$ cat src/rtl/risc_pkg.sv
// Shared definitions for the risc control slice: instruction fields, opcodes,
// ALU encodings, FSM state encoding and the opcode class bundle.
package risc_pkg;

    localparam int OPC_HI  = 15;
    localparam int OPC_LO  = 12;
    localparam int DST_HI  = 11;
    localparam int DST_LO  = 9;
    localparam int SRCA_HI = 8;
    localparam int SRCA_LO = 6;
    localparam int SRCB_HI = 5;
    localparam int SRCB_LO = 3;
    localparam int IMM_HI  = 7;
    localparam int IMM_LO  = 0;

    localparam logic [3:0] OPC_NOP  = 4'h0;
    localparam logic [3:0] OPC_LD   = 4'h8;
    localparam logic [3:0] OPC_ST   = 4'h9;
    localparam logic [3:0] OPC_JMP  = 4'hA;
    localparam logic [3:0] OPC_BZ   = 4'hB;
    localparam logic [3:0] OPC_HALT = 4'hF;

    // ALU opcodes 1..7 pass their low three bits straight through as alu_op.
    localparam logic [2:0] ALU_NONE = 3'd0;
    localparam logic [2:0] ALU_ADD  = 3'd1;
    localparam logic [2:0] ALU_SUB  = 3'd2;
    localparam logic [2:0] ALU_AND  = 3'd3;
    localparam logic [2:0] ALU_OR   = 3'd4;
    localparam logic [2:0] ALU_XOR  = 3'd5;
    localparam logic [2:0] ALU_SHL  = 3'd6;
    localparam logic [2:0] ALU_SHR  = 3'd7;

    typedef enum logic [2:0] {
        ST_FETCH   = 3'd0,
        ST_DECODE  = 3'd1,
        ST_EXECUTE = 3'd2,
        ST_MEM     = 3'd3,
        ST_WB      = 3'd4,
        ST_HALT    = 3'd5
    } state_e;

    typedef struct packed {
        logic nop;
        logic alu;
        logic ld;
        logic st;
        logic jmp;
        logic bz;
        logic halt;
        logic illegal;
    } op_class_t;

endpackage

$ cat src/rtl/risc_opdec.sv
// Combinational opcode classifier; exactly one class bit is set per opcode.
module risc_opdec
    import risc_pkg::*;
(
    input  logic [3:0] opcode,
    output op_class_t  cls
);

    always_comb begin
        cls = '0;
        case (opcode)
            OPC_NOP:                                     cls.nop     = 1'b1;
            4'h1, 4'h2, 4'h3, 4'h4, 4'h5, 4'h6, 4'h7:    cls.alu     = 1'b1;
            OPC_LD:                                      cls.ld      = 1'b1;
            OPC_ST:                                      cls.st      = 1'b1;
            OPC_JMP:                                     cls.jmp     = 1'b1;
            OPC_BZ:                                      cls.bz      = 1'b1;
            OPC_HALT:                                    cls.halt    = 1'b1;
            default:                                     cls.illegal = 1'b1;
        endcase
    end

endmodule

$ cat src/rtl/risc_ctrl.sv
// Multi-cycle control FSM: fetch/decode/execute/mem/writeback sequencing,
// program counter, and registered control strobes for the datapath.
module risc_ctrl
    import risc_pkg::*;
#(
    parameter int              PC_W     = 8,
    parameter logic [PC_W-1:0] RESET_PC = '0
) (
    input  logic            clk,
    input  logic            rst,
    output logic            imem_rd,
    output logic [PC_W-1:0] pc,
    input  logic [15:0]     instr,
    input  logic            instr_vld,
    input  logic            zero_flag,
    output logic [2:0]      opnda_addr,
    output logic [2:0]      opndb_addr,
    output logic [2:0]      dst,
    output logic [2:0]      alu_op,
    output logic            reg_wr_vld,
    output logic            load_op,
    output logic            dm_rd,
    output logic            dm_wr,
    output logic            halted,
    output logic            illegal,
    output state_e          state_dbg
);

    localparam logic [PC_W-1:0] PC_ONE = 1;

    state_e          state;
    logic [15:0]     ir;
    op_class_t       cls;
    logic [PC_W-1:0] pc_inc;
    logic [PC_W-1:0] pc_imm;

    risc_opdec u_opdec (
        .opcode (ir[OPC_HI:OPC_LO]),
        .cls    (cls)
    );

    assign pc_inc    = pc + PC_ONE;
    assign pc_imm    = PC_W'(ir[IMM_HI:IMM_LO]);
    assign state_dbg = state;

    // Outputs are assigned alongside the state they belong to, so each one
    // is valid in the same cycle the FSM sits in the matching state.
    always_ff @(posedge clk) begin
        if (rst) begin
            state      <= ST_FETCH;
            pc         <= RESET_PC;
            ir         <= '0;
            imem_rd    <= 1'b1;
            opnda_addr <= '0;
            opndb_addr <= '0;
            dst        <= '0;
            alu_op     <= ALU_NONE;
            reg_wr_vld <= 1'b0;
            load_op    <= 1'b0;
            dm_rd      <= 1'b0;
            dm_wr      <= 1'b0;
            halted     <= 1'b0;
            illegal    <= 1'b0;
        end else begin
            reg_wr_vld <= 1'b0;
            load_op    <= 1'b0;
            dm_rd      <= 1'b0;
            dm_wr      <= 1'b0;
            illegal    <= 1'b0;
            case (state)
                ST_FETCH: begin
                    if (instr_vld) begin
                        ir         <= instr;
                        opnda_addr <= instr[SRCA_HI:SRCA_LO];
                        opndb_addr <= instr[SRCB_HI:SRCB_LO];
                        dst        <= instr[DST_HI:DST_LO];
                        imem_rd    <= 1'b0;
                        state      <= ST_DECODE;
                    end
                end
                ST_DECODE: begin
                    alu_op <= cls.alu ? ir[OPC_LO+2:OPC_LO] : ALU_NONE;
                    state  <= ST_EXECUTE;
                end
                ST_EXECUTE: begin
                    if (cls.alu) begin
                        reg_wr_vld <= 1'b1;
                        state      <= ST_WB;
                    end else if (cls.ld || cls.st) begin
                        dm_rd <= cls.ld;
                        dm_wr <= cls.st;
                        state <= ST_MEM;
                    end else if (cls.halt) begin
                        halted <= 1'b1;
                        state  <= ST_HALT;
                    end else begin
                        if (cls.jmp || (cls.bz && zero_flag)) begin
                            pc <= pc_imm;
                        end else begin
                            pc <= pc_inc;
                        end
                        illegal <= cls.illegal;
                        imem_rd <= 1'b1;
                        state   <= ST_FETCH;
                    end
                end
                ST_MEM: begin
                    if (cls.ld) begin
                        reg_wr_vld <= 1'b1;
                        load_op    <= 1'b1;
                        state      <= ST_WB;
                    end else begin
                        pc      <= pc_inc;
                        imem_rd <= 1'b1;
                        state   <= ST_FETCH;
                    end
                end
                ST_WB: begin
                    pc      <= pc_inc;
                    imem_rd <= 1'b1;
                    state   <= ST_FETCH;
                end
                ST_HALT: begin
                    state <= ST_HALT;
                end
                default: begin
                    imem_rd <= 1'b1;
                    state   <= ST_FETCH;
                end
            endcase
        end
    end

endmodule

$ cat config.mk
export PLATFORM = sky130hd
export DESIGN_NAME = risc_ctrl
export DESIGN_NICKNAME = d
export VERILOG_FILES = /design/src/rtl/risc_pkg.sv /design/src/rtl/risc_opdec.sv /design/src/rtl/risc_ctrl.sv
export SDC_FILE = /design/constraint.sdc
export NUM_CORES = 1
export LEC_CHECK = 0
export BUFFER_PORTS_ARGS = -buffer_cell sky130_fd_sc_hd__buf_2
export CAP_MARGIN = 5
export CORE_MARGIN = 2
export CORE_UTILIZATION = 46
export CTS_CLUSTER_SIZE = 12
export DETAILED_ROUTE_END_ITERATION = 8
export PLACE_DENSITY = 0.74
export SETUP_SLACK_MARGIN = 0.4
export SLEW_MARGIN = 30
export SYNTH_ARGS = -nofsm -noshare
export SYNTH_HDL_FRONTEND = slang
export SYNTH_HIERARCHICAL = 1
export SYNTH_SLANG_ARGS = --single-unit
$ cat constraint.sdc
create_clock -name clk -period 1.85 [get_ports clk]
set_input_delay 0.185 -clock clk [delete_from_list [all_inputs] [get_ports clk]]
set_output_delay 0.185 -clock clk [all_outputs]
set_load 0.01 [all_outputs]
======== Word-level counts from Yosys, hierarchy flattened ========
Cells that the tools add are included.
word-level totals
  register bits ........................... 46
  input bits .............................. 20
  output and inout port bits .............. 30
  logic and storage cells ................. 87
cells by class
  add/sub/neg operators ................... 1
  eq/ne operators ......................... 22
  mux-type cells .......................... 29
  bitwise operators ....................... 5
  reduce and logical (&&, ||, !) cells .... 16
operators with widths
  kind                                           number
  two-way mux 8 bit                              5
  one-hot mux 8 bit (3 select lines)             1
  == test 4 bit, second input constant           5
  two-way mux 3 bit                              6
  == test 4 x 3 -> 1 bit, second input constant  4
  one-hot mux 3 bit (5 select lines)             1
  two-way mux 1 bit                              14
  OR reduction 13 bit                            1
  != test 2 bit, second input constant           5
  adder 8 x 1 -> 8 bit, second input constant    1
  == test 4 x 2 -> 1 bit, second input constant  2
  OR reduction 7 bit                             1
  == test 3 x 2 -> 1 bit, second input constant  2
  == test 3 bit, second input constant           2
  AND reduction 6 bit                            1
  NOT 1 bit                                      5
  AND reduction 5 bit                            1
  OR reduction 5 bit                             1
  == test 4 x 1 -> 1 bit, second input constant  1
  zero test 4 bit                                1
  one-hot mux 1 bit (4 select lines)             1
  AND reduction 4 bit                            1
  OR reduction 2 bit                             2
  OR reduction 4 bit                             1
  other kinds (7)                                8

======== Depth between registers and ports, before layout ========
Gate-level depths: netlist of run 1.
  word-level depth ........................ 9
  depth in mapped cells ................... 7

======== Modules after synthesis ========
Netlist of run 1, hierarchy kept.
by module, submodules not included
  module      instances  cells each  area each (µm²)  sequential area each (µm²)
  risc_ctrl   1          202         1,725.4          740.7
  risc_opdec  1          12          78.8             0.0

======== Worst setup path after synthesis of run 1 ========
OpenSTA, ideal clock, no wires.
  path kind ............................... register to register
  from .................................... register ir[14]
  to ...................................... register pc[5]
  setup time .............................. 0.103 ns
  arrival time ............................ 1.839 ns
  data required time ...................... 1.747 ns
  path slack .............................. -0.092 ns
  stages on the path, launching flop included .. 7
  period minus slack after synthesis ...... 1.942 ns
  path through ............................ dfxtp_1 > nand2b_4 > nor3_1 > or3_2 > o221ai_4 > buf_6 > a2111oi_2
RTL lines
  element                   line              source
  start: declaration        risc_ctrl.sv:32   logic [15:0] ir;
  start signal: assignment  risc_ctrl.sv:73   ir <= instr;
  end signal: assignment    risc_ctrl.sv:98   pc <= pc_imm;
  end signal: assignment    risc_ctrl.sv:100  pc <= pc_inc;
  end signal: assignment    risc_ctrl.sv:113  pc <= pc_inc;
  end: declaration          risc_ctrl.sv:12   output logic [PC_W-1:0] pc,

==> impl_results.md, run 1 <==
- Die area: 4420 um2
- Power, Total: 1790 uW
- Initial Utilization: 48.4%
- WL met3: 266 um
- # setup viols final: 4
- Final worst slack: -0.0229 ns
- FMAX: 534 MHz
- Clk Tree Root Cell: clkbuf_8
- Internal power: 1270 uW
- GPL Wtd Cong: 0.872
- Footprint of the multi-input gates: 1060 um2
- Delay-heaviest family, CP: simple AND/OR/NAND/NOR gates
- Global-route wire length before repair: 7040 um
- Critical-path cell list: nor3_4, nor2_2, or4b_4, o221ai_4, a21boi_2, o32ai_2
- Filler cell count: 314
- Share of layout cells above drive strength 1: 43.3%
- Vias per cell: 5.41
- Fin crit share: 101%
- Switch share: 29.3%
- Leakage: 0.00106 uW
- Synth-to-layout area growth: 35.2%
- Cts hold-fix bufs: 0
- Worst slew pin tran: 0.395 ns
- Clock Path Buffers: 2
- Via count: 1,757
- Setup crit end kind: register
- Mapped Cells: 213
- Largest net degree at the start of global routing: 20
- Final Util: 65.4%
- Ys Warns: 6
- CTS H-Tree Depth: 2
- Crit path kind: reg -> reg
- Io pins: 50
- Final nets: 297
- CP peak stage delay: 0.54 ns
- Hold path endpoint: ir[15]
- Metal-1 WL: 2140 um
- Status: finished, violations left
- DP Wirelength: 3050 um
- WHS Path Cells: 3
- Endpoints failing hold: 0
- Share of power burned in the clock network: 30.8%
- R2r setup slk: -0.02 ns
- Max-slew violation count: 0
- Vias in the first global route: 1,516
- Hold wc startpoint: instr[15]
- Die Y: 66.5 um
- Avg WL per Cell: 15.0 um
- Origin of the worst setup path: ir[12]
- Top Metal Used: met4
- Initial DRT Pass Iterations: 4
- Clk sinks: 37
- Worst path arrival time: 2.05 ns
- CTS tree: built
- FP Rows: 22
- Avg Inst Size Synth: 8.44 um2
- Path category of the worst min-delay check: in -> reg
- Core area: 3720 um2
- CP startpoint kind: register
- CTS clk-pin slew, worst paths: 0.07 ns
- Worst-Skew Late Latency: 0.30 ns
- CTS buffer count: 5
- Slew margin rel.: 73.6%
- DRT iter0 DRCs: 120
- Switching power total: 526 uW
- Failing checks: setup timing
- Post-route ant nets: 0
- Ant diodes: 0
- PwrDens: 738 nW/um2
- Initial antenna violation count: 0
- Syn nets: 234
- Max-cap viol count: 0
- RSZ-0062 raised after global routing: yes
- Synth Cell Area: 1800 um2
- CP max FO: 5
- Reg-to-reg endpoint: pc[3]
- Worst reg2reg path depth: 6
- Met2 WL: 2310 um
- Storage cell area: 749 um2
- DRC errors left: 0
- Post-Place Worst Slack: -0.0308 ns
- DIE WIDTH: 66.5 um
- Port bufs: 49
- Fin crit period: 1.87 ns
- Final Routed Wirelength: 4870 um
- Combinational cell fraction of total power: 20.2%
- Setup TNS: -0.0613 ns
- Slowest stage cell on the critical path: or4b_4
- Critical Path RT: 2.02 ns
- VDD IR max: 0.532 mV
- Total GRT Usage: 21.2%
- Clock skew: 0.00586 ns
- Critical path depth in cells: 6
- CP bufs+invs: 0
- Reg2Reg Launch Point: ir[12]
- GR Overflow Total: 0
- Seq pwr share: 48.9%
==> registers in the layout, summed over array words and instances, names as in the netlist <==
register and cells:
halted 1, dm_wr 1, pc 8, opndb_addr 2, imem_rd 1, dm_rd 1
illegal 1, load_op 1, dst 2, alu_op 3, ir 10, opnda_addr 2
reg_wr_vld 1, state_dbg 3
==> per-layer routing <==
metal / track usage (%) / up-vias
met5: 0 / -
met4: 10.2 / 0
met3: 5.07 / 12
met2: 31.1 / 55
met1: 29.1 / 827
li1: - / 863
==> per-stage QoR <==
step	hold slack [ns]	cell area (um2)	std cells
floorplan	0.311	1820	213
global placement	0.429	2140	310
detailed placement	0.433	2140	310
CTS	0.113	2320	322
global route	0.119	2430	325
finish	0.118	2430	325
==> repair_timing <==
item                       4_1_cts  5_1_grt
gates cloned                     1        1
pin swaps                        4       11
buffers inserted                 3        2
setup endpoints to repair       15       35
gates resized for setup         12       23
==> layout by cell type, fill, tap and decap left out, types with 2 or more instances in the layout <==
cell type and instances:
a21boi_2 2, dfxtp_2 4, a21oi_1 20, dfxtp_1 32, buf_6 7, inv_1 5, nor2b_1 5, and2_1 2
nor3_4 2, nor3_1 5, nor3b_2 2, nand3_1 7, and3_1 2, o2bb2ai_2 2, a31oi_1 2, clkbuf_8 5
mux2i_1 7, buf_2 49, o221ai_4 2, o21bai_1 2, nor2_1 9, buf_4 15, clkinv_2 2, nand2b_4 2
nor2_2 7, o21ai_0 2, nand2_1 41
==> worst reg2reg max path, delay by kind of cell (launching register included) <==
| kind | cells | cell delay (ns) |
|---|---|---|
| compound gates | 3 | 0.63 |
| simple gates | 3 | 0.78 |
| flops | 1 | 0.35 |
==> worst max path at each step <==
stage | to | slack (ns)
4_1_cts | pc[3] | 0.04
3_3_place_gp | pc[1] | -0.02
2_1_floorplan | pc[4] | 0.01
3_5_place_dp | pc[5] | -0.03
6_report | pc[3] | -0.02
5_1_grt | pc[5] | -0.09
==> power by group through the flow <==
stage | Clock, uW | Sequential, uW | Combinational, uW
after detailed placement | 0 | 890 | 291
after CTS | 557 | 874 | 321
final | 553 | 878 | 363
after global placement | 0 | 890 | 288
after global routing | 594 | 882 | 392
after floorplan | 0 | 892 | 192
==> final cells by class <==
type / count / share of cell area [%]
inverters: 5 / 0.772
clock buffers: 6 / 2.99
repair buffers: 73 / 19.1
multi-input cells: 154 / 43.4
flip-flops and latches: 37 / 30.8
clock inverters: 2 / 0.412
well taps: 48 / 2.47
Power figures use the tool's default switching activity.
==> run 2, diff against run 1 <==
--- a/config.mk
+++ b/config.mk
@@ -11,7 +11,7 @@
 export CORE_UTILIZATION = 46
 export CTS_CLUSTER_SIZE = 12
 export DETAILED_ROUTE_END_ITERATION = 8
-export PLACE_DENSITY = 0.74
+export PLACE_DENSITY = 0.78
 export SETUP_SLACK_MARGIN = 0.4
 export SLEW_MARGIN = 30
 export SYNTH_ARGS = -nofsm -noshare
==> run 2 against run 1 <==
Against the previous run: sequential power is essentially flat; clock skew shrank 0.0026 ns; largest cell class unchanged; via count shrank 2.5%; maximum frequency shrank 1.0%; total power shrank 0.19%; clock power grew 0.9%; the flow still finishes with violations (setup timing); first-iteration DRC count grew 26%; core utilization is essentially flat; critical path depth is the same; critical endpoint unchanged; register-to-register slack lost 0.02 ns.
==> impl_results.md, run 2 (synthesis results as in run 1) <==
- Status: finished, violations left
- Failing checks: setup timing
- FP Rows: 22 (unchanged)
- PwrDens: 737 nW/um2 (-0.13%)
- Final worst slack: -0.0426 ns (-0.0197 ns)
- Metal-1 WL: 1980 um (-7.5%)
- Top Metal Used: met4
- DIE WIDTH: 66.5 um (unchanged)
- Core area: 3720 um2 (unchanged)
- DRT iter0 DRCs: 151 (+26%)
- Clk Tree Root Cell: clkbuf_8
- Fin crit share: 102% (+1.1 points)
- Setup crit end kind: register
- Ant diodes: 0 (unchanged)
- Post-route ant nets: 0 (unchanged)
- Total GRT Usage: 20.9% (-0.33 points)
- Fin area: 2430 um2 (about the same)
- Crit path kind: reg -> reg
- Vias per cell: 5.30 (-1.9%)
- Share of layout cells above drive strength 1: 42.9% (-0.41 points)
- Commonest non-fill, non-tap cells in the layout: buf_2, nand2_1, dfxtp_1, a21oi_1, buf_4
- Worst-Skew Late Latency: 0.29 ns (about the same)
- Die area: 4420 um2 (unchanged)
- Avg WL per Cell: 13.6 um (-9.1%)
- # setup viols final: 4 (unchanged)
- DRC errors left: 0 (unchanged)
- Clock skew: 0.00329 ns (-0.00256 ns)
- Path category of the worst min-delay check: in -> reg
- CP max FO: 6 (+1)
- Io pins: 50 (unchanged)
- Clock Path Buffers: 2 (unchanged)
- FMAX: 528 MHz (-1.0%)
- Via count: 1,713 (-2.5%)
- Power, Total: 1790 uW (-0.19%)
- Clk sinks: 37 (unchanged)
- Leakage: 0.00106 uW (+0.70%)
- Storage cell area: 748 um2 (-0.17%)
- Worst slew pin tran: 0.386 ns (-0.00939 ns)
- Slew margin rel.: 74.2% (+0.63 points)
- Largest net degree at the start of global routing: 20 (unchanged)
- Post-DP Area: 2150 um2 (+0.35%)
- Filler cell count: 327 (+4.1%)
- Initial antenna violation count: 0 (unchanged)
- Initial Utilization: 48.4% (unchanged)
- CTS clk-pin slew, worst paths: 0.07 ns (about the same)
- Critical Path RT: 2.02 ns (about the same)
- Die Y: 66.5 um (unchanged)
- Largest registers: ir x10, pc x8
- CTS buffer count: 5 (unchanged)
- Slowest stage cell on the critical path: or4b_4
- CP bufs+invs: 0 (unchanged)
- Port bufs: 49 (unchanged)
- Global-route wire length before repair: 6870 um (-2.5%)
- Max-slew violation count: 0 (unchanged)
- Synth-to-layout area growth: 35.1% (about the same)
- VDD IR max: 0.541 mV (+1.7%)
- Initial DRT Pass Iterations: 4 (unchanged)
- Delay-heaviest family, CP: simple AND/OR/NAND/NOR gates
- Worst path arrival time: 2.06 ns (about the same)
- GPL Wtd Cong: 0.842 (-3.5%)
- Most flop-heavy register: ir
- Max-cap viol count: 0 (unchanged)
- Fin crit period: 1.89 ns (+0.0197 ns)
- Footprint of the multi-input gates: 1080 um2 (+1.9%)
- Vias in the first global route: 1,519 (+0.20%)
- GR Overflow Total: 0 (unchanged)
- CTS H-Tree Depth: 2 (unchanged)
- Cts hold-fix bufs: 0 (unchanged)
- CP startpoint kind: register
- Met2 WL: 2140 um (-7.3%)
- Final nets: 296 (-0.34%)
- WL met3: 201 um (-24%)
- Final Routed Wirelength: 4400 um (-9.7%)
- Critical-path cell list: nor3_4, nor2_2, or4b_4, o221ai_4, a21boi_2, o32ai_1
- Commonest non-fill, non-tap cell in the layout: buf_2
- DP Wirelength: 3000 um (-1.6%)
- Max reg flops: 10 (unchanged)
- RSZ-0062 raised after global routing: yes
- CP peak stage delay: 0.53 ns (about the same)
- Endpoints failing hold: 0 (unchanged)
- CTS tree: built
==> run 2: cell types whose count changed in the layout (fill, tap and decap cells not counted), sizes merged <==
cell / change
clkinv: -2
==> run 2: worst paths after layout <==
check | startpoint | to | slack (ns) | cells past startpoint
min | instr[15] | ir[15] | 0.12 | 3
max | ir[12] | pc[3] | -0.04 | 6
min reg2reg | alu_op[1] | alu_op[1] | 0.45 | 2
max reg2reg | ir[12] | pc[3] | -0.04 | 6
==> run 2: cell type report <==
| class | instances | share of cell area (%) |
|---|---|---|
| Tap cell | 48 | 2.47 |
| Inverter | 5 | 0.772 |
| Sequential cell | 37 | 30.8 |
| Multi-Input combinational cell | 154 | 44.3 |
| Clock buffer | 7 | 3.55 |
| Timing Repair Buffer | 72 | 18.1 |
==> run 2: repair_timing <==
action	CTS	global route
pin swaps	3	5
hold endpoints to repair	0	0
endpoints found under the setup margin	16	35
resized for setup	12	24
gates cloned	1	0
setup buffers	2	2
==> run 2: metrics by stage <==
stage,worst slack (ns),hold WS (ns),cells,utilization (%),TNS (ns)
after floorplan,0.0147,0.311,213,-,0
after global placement,-0.0421,0.425,311,57.7,-0.173
after detailed placement,-0.103,0.427,311,57.7,-0.541
after CTS,0.0168,0.115,321,62.0,0
after global routing,-0.124,0.124,323,65.4,-0.620
final,-0.0426,0.123,323,65.4,-0.125
==> run 2: power by group <==
group          total [uW]  internal (uW)  switching [uW]
clock network         558            295             263
logic                 355            168             187
registers             878            837            40.9
total                1790           1300             491
==> run 2: worst min-delay path, cell delays in order <==
cell	delay, ns
buf_2	0.09
nand2_1	0.04
a21oi_1	0.05
==> run 2: metal layers <==
| layer | up-vias | global-route usage (%) |
|---|---|---|
| met5 | - | 0 |
| met4 | 0 | 9.18 |
| met3 | 4 | 5.24 |
| met2 | 47 | 33.3 |
| met1 | 800 | 26.6 |
| li1 | 862 | - |
